$ cat src/rtl/csr_decoder_pkg.sv
// Shared sparse-matrix definitions: default word/address/index widths and
// the CSR decoder state encoding.
package csr_decoder_pkg;

    localparam int CSR_DATA_W = 32;
    localparam int CSR_ADDR_W = 14;
    localparam int CSR_DIM_W  = 10;

    typedef logic [2:0] csr_state_t;

    localparam logic [2:0] ST_IDLE     = 3'd0;
    localparam logic [2:0] ST_PTR_LO   = 3'd1;
    localparam logic [2:0] ST_PTR_HI   = 3'd2;
    localparam logic [2:0] ST_FETCH    = 3'd3;
    localparam logic [2:0] ST_WAIT     = 3'd4;
    localparam logic [2:0] ST_EMIT     = 3'd5;
    localparam logic [2:0] ST_NEXT_ROW = 3'd6;
    localparam logic [2:0] ST_FIN      = 3'd7;

endpackage

$ cat src/rtl/csr_decoder.sv
// Expands CSR storage (row_ptr/col/val RAMs, 1-cycle synchronous reads) into a
// row-major dense element stream with a valid/ready output handshake.
module csr_decoder
    import csr_decoder_pkg::*;
#(
    parameter int DATA_W = CSR_DATA_W,
    parameter int ADDR_W = CSR_ADDR_W,
    parameter int DIM_W  = CSR_DIM_W
) (
    input  logic              clk,
    input  logic              rst_n,
    input  logic              i_start,
    input  logic [DIM_W-1:0]  i_n_rows,
    input  logic [DIM_W-1:0]  i_n_cols,
    output logic [ADDR_W-1:0] o_row_addr,
    input  logic [DATA_W-1:0] i_row_dout,
    output logic [ADDR_W-1:0] o_col_addr,
    input  logic [DATA_W-1:0] i_col_dout,
    output logic [ADDR_W-1:0] o_val_addr,
    input  logic [DATA_W-1:0] i_val_dout,
    output logic [DATA_W-1:0] o_out_data,
    output logic [DIM_W-1:0]  o_out_row,
    output logic [DIM_W-1:0]  o_out_col,
    output logic              o_out_zero,
    output logic              o_out_valid,
    input  logic              i_out_ready,
    output logic              o_busy,
    output logic              o_done,
    output logic              o_err
);

    csr_state_t        r_state;
    logic [DIM_W-1:0]  r_n_rows, r_n_cols, r_r, r_c;
    logic [ADDR_W-1:0] r_k, r_hi, r_row_addr, r_col_addr, r_val_addr;
    logic              r_hi_pend, r_live;
    logic [DATA_W-1:0] r_ent_col, r_ent_val;
    logic [DATA_W-1:0] r_out_data;
    logic [DIM_W-1:0]  r_out_row, r_out_col;
    logic              r_out_zero, r_out_valid, r_busy, r_done, r_err;

    logic [ADDR_W-1:0] w_hi, w_k_inc, w_k_after;
    logic [DIM_W-1:0]  w_c_inc;
    logic [DATA_W-1:0] w_c_ext, w_c_inc_ext, w_n_cols_ext;
    logic              w_hs, w_last_col, w_last_row, w_wait_hit, w_next_hit;
    logic              w_unused;

    // row_ptr[r+1] arrives during the first FETCH of a row; later FETCHes use the latched copy
    assign w_hi         = r_hi_pend ? i_row_dout[ADDR_W-1:0] : r_hi;
    assign w_k_inc      = r_k + ADDR_W'(1);
    assign w_k_after    = r_out_zero ? r_k : w_k_inc;
    assign w_c_inc      = r_c + DIM_W'(1);
    assign w_c_ext      = DATA_W'(r_c);
    assign w_c_inc_ext  = DATA_W'(w_c_inc);
    assign w_n_cols_ext = DATA_W'(r_n_cols);
    assign w_hs         = r_out_valid && i_out_ready;
    assign w_last_col   = (r_c == r_n_cols - DIM_W'(1));
    assign w_last_row   = (r_r == r_n_rows - DIM_W'(1));
    assign w_wait_hit   = (i_col_dout == w_c_ext);
    assign w_next_hit   = r_live && (r_ent_col == w_c_inc_ext);
    assign w_unused     = ^i_row_dout[DATA_W-1:ADDR_W];

    always_ff @(posedge clk or negedge rst_n) begin
        if (!rst_n) begin
            r_state     <= ST_IDLE;
            r_n_rows    <= '0;
            r_n_cols    <= '0;
            r_r         <= '0;
            r_c         <= '0;
            r_k         <= '0;
            r_hi        <= '0;
            r_row_addr  <= '0;
            r_col_addr  <= '0;
            r_val_addr  <= '0;
            r_hi_pend   <= 1'b0;
            r_live      <= 1'b0;
            r_ent_col   <= '0;
            r_ent_val   <= '0;
            r_out_data  <= '0;
            r_out_row   <= '0;
            r_out_col   <= '0;
            r_out_zero  <= 1'b0;
            r_out_valid <= 1'b0;
            r_busy      <= 1'b0;
            r_done      <= 1'b0;
            r_err       <= 1'b0;
        end else begin
            r_done <= 1'b0;
            case (r_state)
                ST_IDLE: begin
                    if (i_start) begin
                        r_n_rows   <= i_n_rows;
                        r_n_cols   <= i_n_cols;
                        r_err      <= 1'b0;
                        r_busy     <= 1'b1;
                        r_r        <= '0;
                        r_c        <= '0;
                        r_k        <= '0;
                        r_hi       <= '0;
                        r_live     <= 1'b0;
                        r_row_addr <= '0;
                        if (i_n_rows == '0 || i_n_cols == '0) begin
                            r_state <= ST_FIN;
                            r_done  <= 1'b1;
                        end else begin
                            r_state <= ST_PTR_LO;
                        end
                    end
                end
                ST_PTR_LO: begin
                    r_row_addr <= ADDR_W'(r_r) + ADDR_W'(1);
                    r_state    <= ST_PTR_HI;
                end
                ST_PTR_HI: begin
                    r_k        <= i_row_dout[ADDR_W-1:0];
                    r_col_addr <= i_row_dout[ADDR_W-1:0];
                    r_val_addr <= i_row_dout[ADDR_W-1:0];
                    r_hi_pend  <= 1'b1;
                    r_state    <= ST_FETCH;
                end
                ST_FETCH: begin
                    r_hi_pend <= 1'b0;
                    r_hi      <= w_hi;
                    if (r_k < w_hi) begin
                        r_state <= ST_WAIT;
                    end else begin
                        // no entries left in this row: the current column is an implicit zero
                        if (w_hi < r_k)
                            r_err <= 1'b1;
                        r_live      <= 1'b0;
                        r_out_data  <= '0;
                        r_out_zero  <= 1'b1;
                        r_out_row   <= r_r;
                        r_out_col   <= r_c;
                        r_out_valid <= 1'b1;
                        r_state     <= ST_EMIT;
                    end
                end
                ST_WAIT: begin
                    r_ent_col <= i_col_dout;
                    r_ent_val <= i_val_dout;
                    if (i_col_dout < w_c_ext) begin
                        r_err      <= 1'b1;
                        r_live     <= 1'b0;
                        r_k        <= w_k_inc;
                        r_col_addr <= w_k_inc;
                        r_val_addr <= w_k_inc;
                        r_state    <= ST_FETCH;
                    end else begin
                        // an out-of-range column drops the rest of the row
                        if (i_col_dout >= w_n_cols_ext)
                            r_err <= 1'b1;
                        r_live      <= (i_col_dout < w_n_cols_ext);
                        r_out_data  <= w_wait_hit ? i_val_dout : '0;
                        r_out_zero  <= !w_wait_hit;
                        r_out_row   <= r_r;
                        r_out_col   <= r_c;
                        r_out_valid <= 1'b1;
                        r_state     <= ST_EMIT;
                    end
                end
                ST_EMIT: begin
                    if (w_hs) begin
                        if (w_last_col) begin
                            if (w_k_after < r_hi)
                                r_err <= 1'b1;
                            r_k         <= w_k_after;
                            r_live      <= 1'b0;
                            r_out_valid <= 1'b0;
                            r_state     <= ST_NEXT_ROW;
                        end else if (!r_out_zero) begin
                            r_c         <= w_c_inc;
                            r_k         <= w_k_inc;
                            r_col_addr  <= w_k_inc;
                            r_val_addr  <= w_k_inc;
                            r_live      <= 1'b0;
                            r_out_valid <= 1'b0;
                            r_state     <= ST_FETCH;
                        end else begin
                            r_c        <= w_c_inc;
                            r_out_col  <= w_c_inc;
                            r_out_data <= w_next_hit ? r_ent_val : '0;
                            r_out_zero <= !w_next_hit;
                        end
                    end
                end
                ST_NEXT_ROW: begin
                    if (w_last_row) begin
                        r_state <= ST_FIN;
                        r_done  <= 1'b1;
                    end else begin
                        r_r        <= r_r + DIM_W'(1);
                        r_c        <= '0;
                        r_row_addr <= ADDR_W'(r_r) + ADDR_W'(1);
                        r_state    <= ST_PTR_LO;
                    end
                end
                ST_FIN: begin
                    r_busy  <= 1'b0;
                    r_state <= ST_IDLE;
                end
                default: r_state <= ST_IDLE;
            endcase
        end
    end

    assign o_row_addr  = r_row_addr;
    assign o_col_addr  = r_col_addr;
    assign o_val_addr  = r_val_addr;
    assign o_out_data  = r_out_data;
    assign o_out_row   = r_out_row;
    assign o_out_col   = r_out_col;
    assign o_out_zero  = r_out_zero;
    assign o_out_valid = r_out_valid;
    assign o_busy      = r_busy;
    assign o_done      = r_done;
    assign o_err       = r_err;

endmodule

$ cat config.mk
export PLATFORM = sky130hd
export DESIGN_NAME = csr_decoder
export DESIGN_NICKNAME = d
export VERILOG_FILES = /design/src/rtl/csr_decoder_pkg.sv /design/src/rtl/csr_decoder.sv
export SDC_FILE = /design/constraint.sdc
export NUM_CORES = 1
export LEC_CHECK = 0
export ABC_CLOCK_PERIOD_IN_PS = 3500
export BUFFER_PORTS_ARGS = -buffer_cell sky130_fd_sc_hd__buf_2
export CORE_UTILIZATION = 55
export CTS_CLUSTER_DIAMETER = 80
export DETAILED_ROUTE_END_ITERATION = 10
export GPL_TIMING_DRIVEN = 0
export MAX_ROUTING_LAYER = met4
export PLACE_DENSITY = 0.82
export SYNTH_ARGS = -nofsm -noshare
export SYNTH_HDL_FRONTEND = slang
export SYNTH_SLANG_ARGS = --single-unit
export TNS_END_PERCENT = 30
$ cat constraint.sdc
create_clock -name clk -period 3.5 [get_ports clk]
set_input_delay 0.525 -clock clk [delete_from_list [all_inputs] [get_ports clk]]
set_output_delay 0.525 -clock clk [all_outputs]
set_load 0.03 [all_outputs]
**After elaboration in Yosys (flattened, before gate mapping)**

Index checks and enable logic that the tools add are counted.
Widths: inputs -> output; s select.

- Bits of input ports: 120
- Output and inout bits: 99
- Logic and storage cells: 168
- Flip-flop bits (word level): 222

- Equality and inequality tests: 25
- $lt $le $gt $ge: 6
- Multiplexer cells: 76
- Add/sub/neg operators: 6
- Reduce and logical (&&, ||, !) cells: 34

Operators by type and width:

| cell | number |
|---|---|
| $mux 32 | 7 |
| $mux 14 | 9 |
| $mux 10 | 12 |
| $pmux 32 s3 | 1 |
| $pmux 14 s3 | 2 |
| $eq 32x10->1 | 2 |
| $lt 32x10->1 | 2 |
| $pmux 10 s3 | 2 |
| $pmux 14 s4 | 1 |
| $lt 14x14->1 | 3 |
| $pmux 10 s2 | 2 |
| $ge 32x10->1 | 1 |
| $pmux 14 s2 | 1 |
| $reduce_and 5->1 | 5 |
| $mux 1 | 24 |
| $ne 2x2->1 const B | 12 |
| $pmux 3 s8 | 1 |
| $mux 3 | 7 |
| $add 10x1->10 const B | 2 |
| $eq 10x10->1 | 2 |
| $logic_not 10->1 | 2 |
| $sub 10x1->10 const B | 2 |
| $add 14x1->14 const B | 1 |
| $eq 3x3->1 const B | 4 |
| other kinds (19) | 40 |

**Longest topological paths before layout**

Gate-level depths: netlist of run 1.

- Depth in word-level cells: 8
- Mapped depth: 14
- Gate-level depth less buffers: 13

**Worst setup path before layout of run 1**

Ideal clock, no wire load.

- Path type: register -> register
- Start point: reg r_hi_pend
- End point: reg r_out_col[6], in the netlist o_out_col[6]
- Clock period less this slack: 3.186 ns
- Path buffers: 3
- Slack: 0.314 ns
- Data required time: 3.375 ns
- Stages on the path, launching flop included: 14
- Arrival time: 3.061 ns
- Library setup time: 0.125 ns
- Path through: dfrtp_1 -> clkbuf_1 -> buf_1 -> nand2_1 -> o21ai_0 -> ha_1 -> nor2b_1 -> o21ai_0 -> a21oi_1 -> o31ai_1 -> a211oi_1 -> a211oi_2 -> buf_4 -> mux2_2

- Cells in the longest elaborated chain, start to end: 4

Ends and longest elaborated chain:

| item | RTL line | source |
|---|---|---|
| start: declaration | csr_decoder.sv:35 | `logic r_hi_pend, r_live;` |
| start signal: assignment | csr_decoder.sv:74 | `r_hi_pend <= 1'b0;` |
| start signal: assignment | csr_decoder.sv:117 | `r_hi_pend <= 1'b1;` |
| start signal: assignment | csr_decoder.sv:121 | `r_hi_pend <= 1'b0;` |
| $mux 14 | csr_decoder.sv:48 | `assign w_hi = r_hi_pend ? i_row_dout[ADDR_W-1:0] : r_hi;` |
| $lt 14x14->1 | csr_decoder.sv:123 | `if (r_k < w_hi) begin` |
| $ne 2x2->1 (no line) | -- |  |
| $reduce_and 6->1 (no line) | -- |  |
| end signal: assignment | csr_decoder.sv:133 | `r_out_col <= r_c;` |
| end signal: assignment | csr_decoder.sv:156 | `r_out_col <= r_c;` |
| end signal: assignment | csr_decoder.sv:180 | `r_out_col <= w_c_inc;` |
| end: declaration | csr_decoder.sv:38 | `logic [DIM_W-1:0] r_out_row, r_out_col;` |

No other way between the ends.
A chain may end at the register's enable or synchronous reset.

**Worst setup path in the final report of run 1**

- Start point: reg r_k[0]
- End point: reg r_err, in the netlist o_err

- Cells in the longest elaborated chain, start to end: 5
- Elaborated cells on any way between the ends: 9
- Classes of those cells: add/sub (1); order compare (3); eq/ne (3); mux (1); reduce/logical (1)

Ends and longest elaborated chain:

| item | RTL line | source |
|---|---|---|
| start: declaration | csr_decoder.sv:34 | `logic [ADDR_W-1:0] r_k, r_hi, r_row_addr, r_col_addr, r_val_addr;` |
| start signal: assignment | csr_decoder.sv:114 | `r_k <= i_row_dout[ADDR_W-1:0];` |
| start signal: assignment | csr_decoder.sv:144 | `r_k <= w_k_inc;` |
| start signal: assignment | csr_decoder.sv:166 | `r_k <= w_k_after;` |
| $add 14x1->14 | csr_decoder.sv:49 | `assign w_k_inc = r_k + ADDR_W'(1);` |
| $mux 14 | -- |  |
| $lt 14x14->1 | csr_decoder.sv:164 | `if (w_k_after < r_hi)` |
| $ne 2x2->1 (no line) | -- |  |
| $reduce_and 8->1 (no line) (*) | -- |  |
| end signal: assignment | csr_decoder.sv:142 | `r_err <= 1'b1;` |
| end signal: assignment | csr_decoder.sv:151 | `r_err <= 1'b1;` |
| end signal: assignment | csr_decoder.sv:165 | `r_err <= 1'b1;` |
| end: declaration | csr_decoder.sv:39 | `logic r_out_zero, r_out_valid, r_busy, r_done, r_err;` |

Mark *: on every way between the ends. The rest lies on a longest branch, timed or not.

==> metrics.txt, run 1 <==
net load switching power approximately 5.5 mW; cts bufs inserted 24; Comb power frac between 40% and 50%; hold buffer count at CTS 0; hold slack slightly above 0.04 ns; Crit Path Max Fanout 9; CTS tree built; Non-Filler Instances 1951; All-Layer GR Usage 31.4%; H-tree level count 1; EDFF count, synth 0; full die area about 0.024 mm2; Total Nets Final 1821; Syn Area/Cell between 8 and 9 um2; post-DP HPWL roughly 26 mm; Synth Warn # 0; commonest non-fill, non-tap cell in the layout nand2_1; Worst Path Required approximately 4.0 ns; FFs w/ async S/R, synth 100%; DRC violation count after routing 0; grt peak-use layer met2; pin count of the biggest net entering global routing 120; Setup TNS 0 ns; Fillers 1842; Core ar. between 0.02 and 0.025 mm2; design internal power between 7 and 8 mW; RSZ-0062 raised after global routing true; setup slack at placement -0.493 ns; Tot Pwr 12.6 mW; clock transition at the registers of the reported paths ~0.070 ns; routing usage on met2 ~50%; Hold Crit Class input port to async pin; final setup fails 0; part of the power in registers between 30% and 40%; row cnt 55; Skew-Pair Late Insertion Delay 0.53 ns; Synth Instances 1423; initial drt markers between 900 and 1000; wire length per cell 18.6 um; global route overflow 0; initial antenna violation count 0; max-slew violation count 0; Peak VDD IR 467 uV; placed cell areas approximately 0.014 mm2; Area growth syn-to-layout 18.8%; Net Sw Frac between 40% and 50%; final worst slack a little over 0.05 ns; first-pass GRT wire length roughly 58 mm; IO Count 219; status complete, no violations; crit path kind register to register; largest cells by area after synthesis dfrtp_1 43%, nand2_1 8.2%, ha_1 5.2%; post-synth top area cell dfrtp_1; GPL Wtd Cong around 0.95; Port Buffer Count between 150 and 200; final instance area around 0.015 mm2; CTS Sinks around 220; Final Util about two thirds; reg2reg path depth 13; top-area cell type share of the netlist area 43.2%; Detailed Route WL ~36 mm; endpoints failing hold 0; met3 GRT Util 4.11%; clock skew after layout 0.0165 ns; Worst setup EP type register; Final period util ~100%; Initial Util 56.1%; critical path arrival ~3.9 ns; Worst R2R Setup Slack 0.05 ns; CTS max path bufs 3; Clock Tree Root clkbuf_16; Pleak about 7.1 nW; Ant. Diodes 0; reg2reg end o_err$_DFFE_PN0P_; maximum capacitance violations 0; min Tclk post-route between 3 and 4 ns; P per Cell Area approximately 840 mW/mm2; Most used DFF post-synth dfrtp_1; share of layout cells above drive strength 1 between 20% and 30%; die height 154 um; vias after detailed routing ~12000; commonest cells after routing, fill and taps aside 279 x nand2_1, 217 x dfrtp_1, 202 x buf_2, 93 x inv_1, 82 x o21ai_0; startpoint types register; number of global-route vias before repair about 11000; post-synthesis register bit count approximately 220; met1 Use GR roughly 40%; achievable frequency around 290 MHz; library cells used by synthesis 74; Seq/Total Area, Yosys a little over two fifths; Die W about 150 um; area of the mapped netlist 0.0127 mm2; Slew headroom a little under a quarter; DRT Pass-1 Iters 5; via/cell ratio about 6.1; worst-margin pin slew roughly 1.1 ns; worst r2r src r_k[0]$_DFFE_PN0P_; Post-Place Cells ~1900; Antenna Nets Post-Route 0; Clk pwr share about a fifth
[synth_stat cells, drive strengths merged (4+ instances only)]
library cell	count
nand2	279
dfrtp	219
inv	93
o21ai	83
clkbuf	61
xnor2	54
ha	53
mux2	52
a21oi	50
nor2	48
buf	37
nor3	37
o22ai	37
a32oi	32
nand4	29
nor4	27
nand3	26
a21o	20
o31ai	19
xor2	16
nor2b	14
and3	12
or3	12
a31oi	10
o21a	8
a211oi	7
mux2i	6
a21boi	5
and2	5
o2111ai	5
a2111oi	4
a22oi	4
o211ai	4
o2bb2ai	4
o41ai	4
or4	4
[routing by layer]
layer  up-vias  share of wire [%]
met1      5700                 41
met5         -                  0
met2       536                 48
met3       114                7.4
li1       5472                  -
met4         0                3.6
[what timing repair did]
action                     in CTS  in global routing
buffers inserted                1                  0
gates resized for setup        14                 20
gates cloned                    0                  0
hold endpoints to repair        0                  0
pin swaps                       1                  0
setup endpoints to repair      75                 78
[worst max path at each step]
stage | startpoint | endpoint | slack (ns)
floorplan | r_hi_pend$_DFFE_PN0P_ | o_out_col[6]$_DFFE_PN0P_ | 0.31
global placement | rst_n | r_ent_val[10]$_DFFE_PN0P_ | -1.88
detailed placement | r_k[0]$_DFFE_PN0P_ | o_err$_DFFE_PN0P_ | -0.49
CTS | r_k[0]$_DFFE_PN0P_ | o_err$_DFFE_PN0P_ | -0.07
global route | r_k[0]$_DFFE_PN0P_ | o_err$_DFFE_PN0P_ | -0.04
finish | r_k[0]$_DFFE_PN0P_ | o_err$_DFFE_PN0P_ | 0.05
[final cells by class]
class                           instances  area [um2]  share of cell area, %
Clock buffer                           33         694                   4.61
Timing Repair Buffer                  199        1030                   6.84
Buffer                                 96         463                   3.07
Clock inverter                         11         149                  0.988
Sequential cell                       219        5480                   36.4
Inverter                               94         353                   2.34
Tap cell                              285         357                   2.37
Multi-Input combinational cell       1014        6550                   43.4
[power groups by stage]
stage | Sequential [mW] | Combinational [mW] | Clock [mW]
detailed placement | 3.99 | 5.68 | 0
floorplan | 4.10 | 3.94 | 0
CTS | 3.95 | 5.80 | 2.72
finish | 3.98 | 5.94 | 2.69
global route | 4.07 | 6.50 | 2.82
global placement | 3.96 | 5.50 | 0
[logic make-up (layout without fill, tap and decap cells)]
logic type	Yosys count	count (layout)	synth area share (%)
DFF	219	219	43.2
other	1	3	0.0295
AOI/OAI and AO/OA	319	319	16.7
xor gates and xnor gates	70	70	4.83
adders and majority gates	53	53	5.22
and+or+nand+nor	511	511	18.5
buffers and inverters	192	433	6.44
muxes	58	58	5.12
[worst max-delay path, stage by stage, from the launching register on]
cell and delay (ns):
dfrtp_2 0.46, ha_1 0.27, nand3_1 0.23, nor4_4 0.35, and3_2 0.32, nand3_1 0.15, nor2_1 0.18, xnor2_1 0.14
ha_1 0.26, a21o_1 0.16, a21oi_1 0.14, o21ai_0 0.17, o31ai_2 0.39, a22o_1 0.19
[sequential cells by signal (all words and copies together), names as in the netlist, 3 cells and up]
signal	flops
o_row_addr	11
r_n_rows	10
r_r	10
r_c	10
r_n_cols	10
r_ent_col	32
o_out_row	10
o_out_col	10
o_val_addr	14
r_ent_val	32
r_k	14
r_hi	14
o_out_data	32
r_state	3
No activity file was read; power rests on OpenSTA's default activity.
==> inputs of run 2 (changes only) <==
--- a/config.mk
+++ b/config.mk
@@ -5,9 +5,10 @@
 export SDC_FILE = /design/constraint.sdc
 export NUM_CORES = 1
 export LEC_CHECK = 0
-export ABC_CLOCK_PERIOD_IN_PS = 3500
+export ABC_CLOCK_PERIOD_IN_PS = 3100
 export BUFFER_PORTS_ARGS = -buffer_cell sky130_fd_sc_hd__buf_2
-export CORE_UTILIZATION = 55
+export CORE_MARGIN = 2
+export CORE_UTILIZATION = 52
 export CTS_CLUSTER_DIAMETER = 80
 export DETAILED_ROUTE_END_ITERATION = 10
 export GPL_TIMING_DRIVEN = 0
==> constraint.sdc (replaced) <==
create_clock -name clk -period 3.1 [get_ports clk]
set_input_delay 0.465 -clock clk [delete_from_list [all_inputs] [get_ports clk]]
set_output_delay 0.465 -clock clk [all_outputs]
set_load 0.03 [all_outputs]
==> metrics.txt, run 2 (same netlist as run 1, synthesis figures left out) <==
final instance area 0.0155 mm2; Initial Util about 53%; reg2reg end r_k[10]$_DFFE_PN0P_; Slew headroom a little under a third; startpoint types register; DR WL met3 3.38 mm; Non-Filler Instances 2012; Core ar. ~0.024 mm2; hold path cells 3; critical path arrival between 3 and 4 ns; Clock Tree Root clkbuf_16; clock transition at the registers of the reported paths approximately 0.07 ns; die height 160 um; P per Cell Area roughly 960 mW/mm2; final setup fails 0; Peak VDD IR roughly 660 uV; Die W approximately 160 um; min Tclk post-route 3.06 ns; maximum capacitance violations 0; final worst slack around 0.043 ns; hold endpoint r_ent_val[26]$_DFFE_PN0P_; Tot Pwr ~15 mW; Antenna Nets Post-Route 0; hold path startpoint i_val_dout[26]; Final period util between 90% and 100%; Worst setup EP type register; Detailed Route WL slightly below 40 mm; RSZ-0062 raised after global routing true; crit path kind register to register; CTS max path bufs 3; via/cell ratio 5.97; Post-Place Cells roughly 1900; Total Nets Final 1836; reg2reg path depth 12; Worst Path Required about 3.5 ns; share of layout cells above drive strength 1 approximately a quarter; cts bufs inserted 25; number of global-route vias before repair around 12000; All-Layer GR Usage between 30% and 40%; pin count of the biggest net entering global routing roughly 130; CTS tree built; CTS Sinks approximately 220; endpoints failing hold 0; Setup TNS 0 ns; Crit Path Max Fanout 10; row cnt 57; global route overflow 0; wire length per cell a little under 20 um; register area 0.00549 mm2; Area growth syn-to-layout 22.1%; metal1 wirelength ~15 mm; worst r2r src r_c[7]$_DFFE_PN0P_; max-slew violation count 0; multi-input logic area ~0.0067 mm2; initial drt markers between 1000 and 1500; Hold Crit Class input port to register; Pleak a little over 7 nW; met2 wire length 18.2 mm; GPL Wtd Cong 0.985; IO Count ~220; Worst R2R Setup Slack 0.04 ns; post-DP HPWL roughly 28 mm; top layer in use met4; setup slack at placement -1.09 ns; commonest non-fill, non-tap cell in the layout nand2_1; Skew-Pair Late Insertion Delay between 0.5 and 0.6 ns; vias after detailed routing between 10000 and 15000; achievable frequency about 330 MHz; Port Buffer Count roughly 200; initial antenna violation count 6; worst-margin pin slew just over 1 ns; placed cell areas between 0.01 and 0.015 mm2; clock skew after layout about 0.018 ns; first-pass GRT wire length approximately 62 mm; Fillers 1988; full die area 0.0257 mm2; H-tree level count 1; status complete, no violations; DRT Pass-1 Iters 6; DRC violation count after routing 0; commonest cells after routing, fill and taps aside 279 x nand2_1, 212 x dfrtp_1, 202 x buf_2, 91 x inv_1, 79 x o21ai_0
[run 2: stage by stage]
step | hold WS, ns | utilization (%)
floorplan | 0.169 | -
global placement | 0.457 | 58.3
detailed placement | 0.463 | 58.5
CTS | 0.125 | 63.3
global route | 0.135 | 64.1
finish | 0.140 | 64.1
[run 2: critical path, cell delays in order (launching register included)]
cell and delay (ns):
dfrtp_1 0.32, buf_2 0.23, inv_2 0.13, ha_1 0.33
and4_1 0.23, nand4_1 0.23, a21oi_4 0.31, nor2_2 0.07
buf_4 0.16, o2111ai_4 0.36, clkbuf_2 0.30, o21ai_0 0.11
o21ai_0 0.14
[run 2: repair_timing]
action / in CTS / in global routing
endpoints found under the setup margin: 94 / 106
buffers inserted: 13 / 6
resized for setup: 57 / 34
hold buffers: 1 / 0
pin swaps: 11 / 5
hold endpoints to repair: 25 / 0
[run 2: cell type report]
cell class | count | share of cell area, %
multi-input combinational | 1014 | 43.2
sequential | 219 | 35.4
timing repair buffer | 218 | 7.59
clock buffer | 32 | 4.40
buffer | 91 | 3.13
tap | 324 | 2.61
inverter | 94 | 2.28
clock inverter | 14 | 1.24
antenna | 6 | 0.0968
[run 2: per-layer routing]
layer  GRT usage, %  up-vias
met3           5.53      109
li1               -     5508
met4           13.1        0
met2           49.3      599
met1           38.5     5799
met5              -        -
[run 2: worst max-delay path by stage]
stage,from,end
after floorplan,r_k[0]$_DFFE_PN0P_,o_err$_DFFE_PN0P_
after global placement,rst_n,r_ent_val[21]$_DFFE_PN0P_
after detailed placement,r_hi_pend$_DFFE_PN0P_,o_out_col[9]$_DFFE_PN0P_
after CTS,r_c[5]$_DFFE_PN0P_,o_val_addr[6]$_DFFE_PN0P_
after global routing,r_c[7]$_DFFE_PN0P_,r_k[10]$_DFFE_PN0P_
final,r_c[7]$_DFFE_PN0P_,r_k[10]$_DFFE_PN0P_
[run 2: power by group]
group | internal (mW) | leakage, nW | switching [mW] | total, mW
clock network | 1.90 | 0.414 | 1.25 | 3.15
registers | 3.75 | 2.84 | 0.816 | 4.57
logic | 2.70 | 4.00 | 4.50 | 7.19
==> inputs of run 3 (changes only) <==
--- a/config.mk
+++ b/config.mk
@@ -7,13 +7,14 @@
 export LEC_CHECK = 0
 export ABC_CLOCK_PERIOD_IN_PS = 3100
 export BUFFER_PORTS_ARGS = -buffer_cell sky130_fd_sc_hd__buf_2
+export CAP_MARGIN = 5
 export CORE_MARGIN = 2
-export CORE_UTILIZATION = 52
+export CORE_UTILIZATION = 40
 export CTS_CLUSTER_DIAMETER = 80
 export DETAILED_ROUTE_END_ITERATION = 10
 export GPL_TIMING_DRIVEN = 0
 export MAX_ROUTING_LAYER = met4
-export PLACE_DENSITY = 0.82
+export PLACE_DENSITY = 0.66
 export SYNTH_ARGS = -nofsm -noshare
 export SYNTH_HDL_FRONTEND = slang
 export SYNTH_SLANG_ARGS = --single-unit
==> metrics.txt, run 3 (same netlist as run 1, synthesis figures left out) <==
Core ar. ~0.031 mm2; endpoints failing hold 0; clock skew after layout roughly 0.022 ns; DRT Pass-1 Iters 5; initial antenna violation count 5; Die W about 180 um; GPL Wtd Cong between 0.9 and 1; reg2reg path depth 11; CTS Sinks approximately 220; Total Nets Final approximately 1800; H-tree level count 1; CP Cell Sequence clkbuf_4, nand2_1, o21ai_1, ha_1, a21o_1, a21o_1, a211oi_4, a21oi_1, o22ai_2, clkbuf_8, mux2_2; slowest CP cell dfrtp_2; Worst Path Required 3.51 ns; Hold Crit Class input port to register; Non-Filler Instances approximately 2100; pin count of the biggest net entering global routing roughly 120; startpoint types register; Pleak 7.33 nW; hold slack roughly 0.14 ns; Worst path max stage delay about 0.44 ns; Worst R2R Setup Slack about 0.076 ns; status complete, no violations; hold endpoint r_ent_col[18]$_DFFE_PN0P_; register area 0.00549 mm2; reg2reg end o_out_row[8]$_DFFE_PN0P_; Skew-Pair Late Insertion Delay about 0.54 ns; Fillers approximately 3000; max-slew violation count 0; row cnt between 60 and 70; first-pass GRT wire length 60.5 mm; hold path cells 3; Area growth syn-to-layout 23.8%; wire length per cell around 18 um; crit path kind register to register; number of global-route vias before repair approximately 11000; final setup fails 0; global route overflow 0; Port Buffer Count ~200; CTS tree built; DRC violation count after routing 0; Worst Path Buf+Inv 2; IO Count 219; Antenna Nets Post-Route 0; maximum capacitance violations 0; die height about 180 um; critical path arrival 3.44 ns; Detailed Route WL approximately 38 mm; worst r2r src r_hi_pend$_DFFE_PN0P_; Post-Place Cells approximately 2000; Crit path top cell by count a21o_1; CP delay by family, top compound AO/OA/AOI/OAI gates; full die area roughly 0.033 mm2; min Tclk post-route approximately 3.0 ns; hold path startpoint i_col_dout[18]; Slew headroom between 20% and 30%; post-DP HPWL ~28 mm; initial drt markers around 850; Final period util approximately 100%; commonest non-fill, non-tap cell in the layout nand2_1; P per Cell Area 942 mW/mm2; Peak VDD IR approximately 440 uV; vias after detailed routing ~12000; Clock Tree Root clkbuf_16; achievable frequency approximately 330 MHz; Crit Path Max Fanout 10; All-Layer GR Usage 23.3%; share of layout cells above drive strength 1 about a quarter; commonest cells after routing, fill and taps aside 279 x nand2_1, 214 x dfrtp_1, 200 x buf_2, 92 x inv_1, 72 x o21ai_0; cts bufs inserted 26; Initial Util roughly two fifths; Worst setup EP type register; Final Util 50.0%; via/cell ratio 5.59; CTS max path bufs 3; multi-input logic area roughly 0.0068 mm2; worst-margin pin slew 1.05 ns; clock transition at the registers of the reported paths ~0.060 ns
==> run 3: cell count changes in the layout (fill, tap and decap cells not counted), sizes merged <==
cell | previous run | this run
bufinv | 4 | 2
clkbuf | 85 | 93
inv | 95 | 92
clkinvlp | 5 | 2
clkinv | 4 | 8
==> run 3: repair_timing <==
action	4_1_cts	5_1_grt
gates resized for setup	56	49
endpoints found under the hold margin	24	0
endpoints found under the setup margin	93	111
setup buffers	4	19
hold buffers	1	0
pin swaps	7	17
==> run 3: area by class of cell <==
type	instances	share of cell area [%]
clock buffers	35	4.81
well taps	402	3.20
flip-flops and latches	219	34.9
clock inverters	10	0.725
diodes	6	0.0956
plain buffers	91	3.08
inverters	94	2.27
repair buffers	223	7.93
multi-input cells	1014	43.0
==> run 3: metrics by stage <==
step | cell area [um2] | setup TNS (ns) | power, mW | worst slack (ns)
after global placement | 14200 | -565.61 | 10.8 | -2.39
after global routing | 15700 | -0.266 | 15.8 | -0.0311
final | 15700 | 0 | 14.8 | 0.0760
after CTS | 15400 | -0.158 | 14.4 | -0.0324
after detailed placement | 14300 | -51.82 | 11.0 | -0.975
after floorplan | 12700 | 0 | 9.08 | 0.0219
==> run 3: metal layers <==
layer	global-route usage, %	routed length, um	vias to the layer above	share of wire, %
li1	-	-	5532	-
met1	30.5	16500	5662	43
met2	37.5	18300	440	48
met3	3.51	2560	70	6.7
met4	6.90	980	0	2.6
met5	-	0	-	0
==> run 3: worst max-delay path by stage <==
stage | depth (start not counted) | end | start
finish | 11 | o_out_row[8]$_DFFE_PN0P_ | r_hi_pend$_DFFE_PN0P_
global route | 12 | o_out_col[6]$_DFFE_PN0P_ | r_hi_pend$_DFFE_PN0P_
CTS | 12 | o_err$_DFFE_PN0P_ | r_k[0]$_DFFE_PN0P_
detailed placement | 11 | o_err$_DFFE_PN0P_ | r_k[0]$_DFFE_PN0P_
global placement | 1 | r_ent_val[20]$_DFFE_PN0P_ | rst_n
floorplan | 11 | o_err$_DFFE_PN0P_ | r_k[0]$_DFFE_PN0P_
==> run 3: worst reg2reg max path, delay by kind of cell (launching register included) <==
family                   cells  cell delay, ns
AO/OA/AOI/OAI                6            1.27
multiplexers                 1            0.35
AND/OR/NAND/NOR              1            0.08
buffers and inverters        2            0.44
adder cells (fa/ha/maj)      1            0.32
flip-flops                   1            0.44
==> run 3: where the power goes <==
group / total, mW / internal [mW] / switching, mW
Clock: 3.09 / 1.87 / 1.22
Combinational: 7.17 / 2.72 / 4.45
Sequential: 4.54 / 3.75 / 0.787
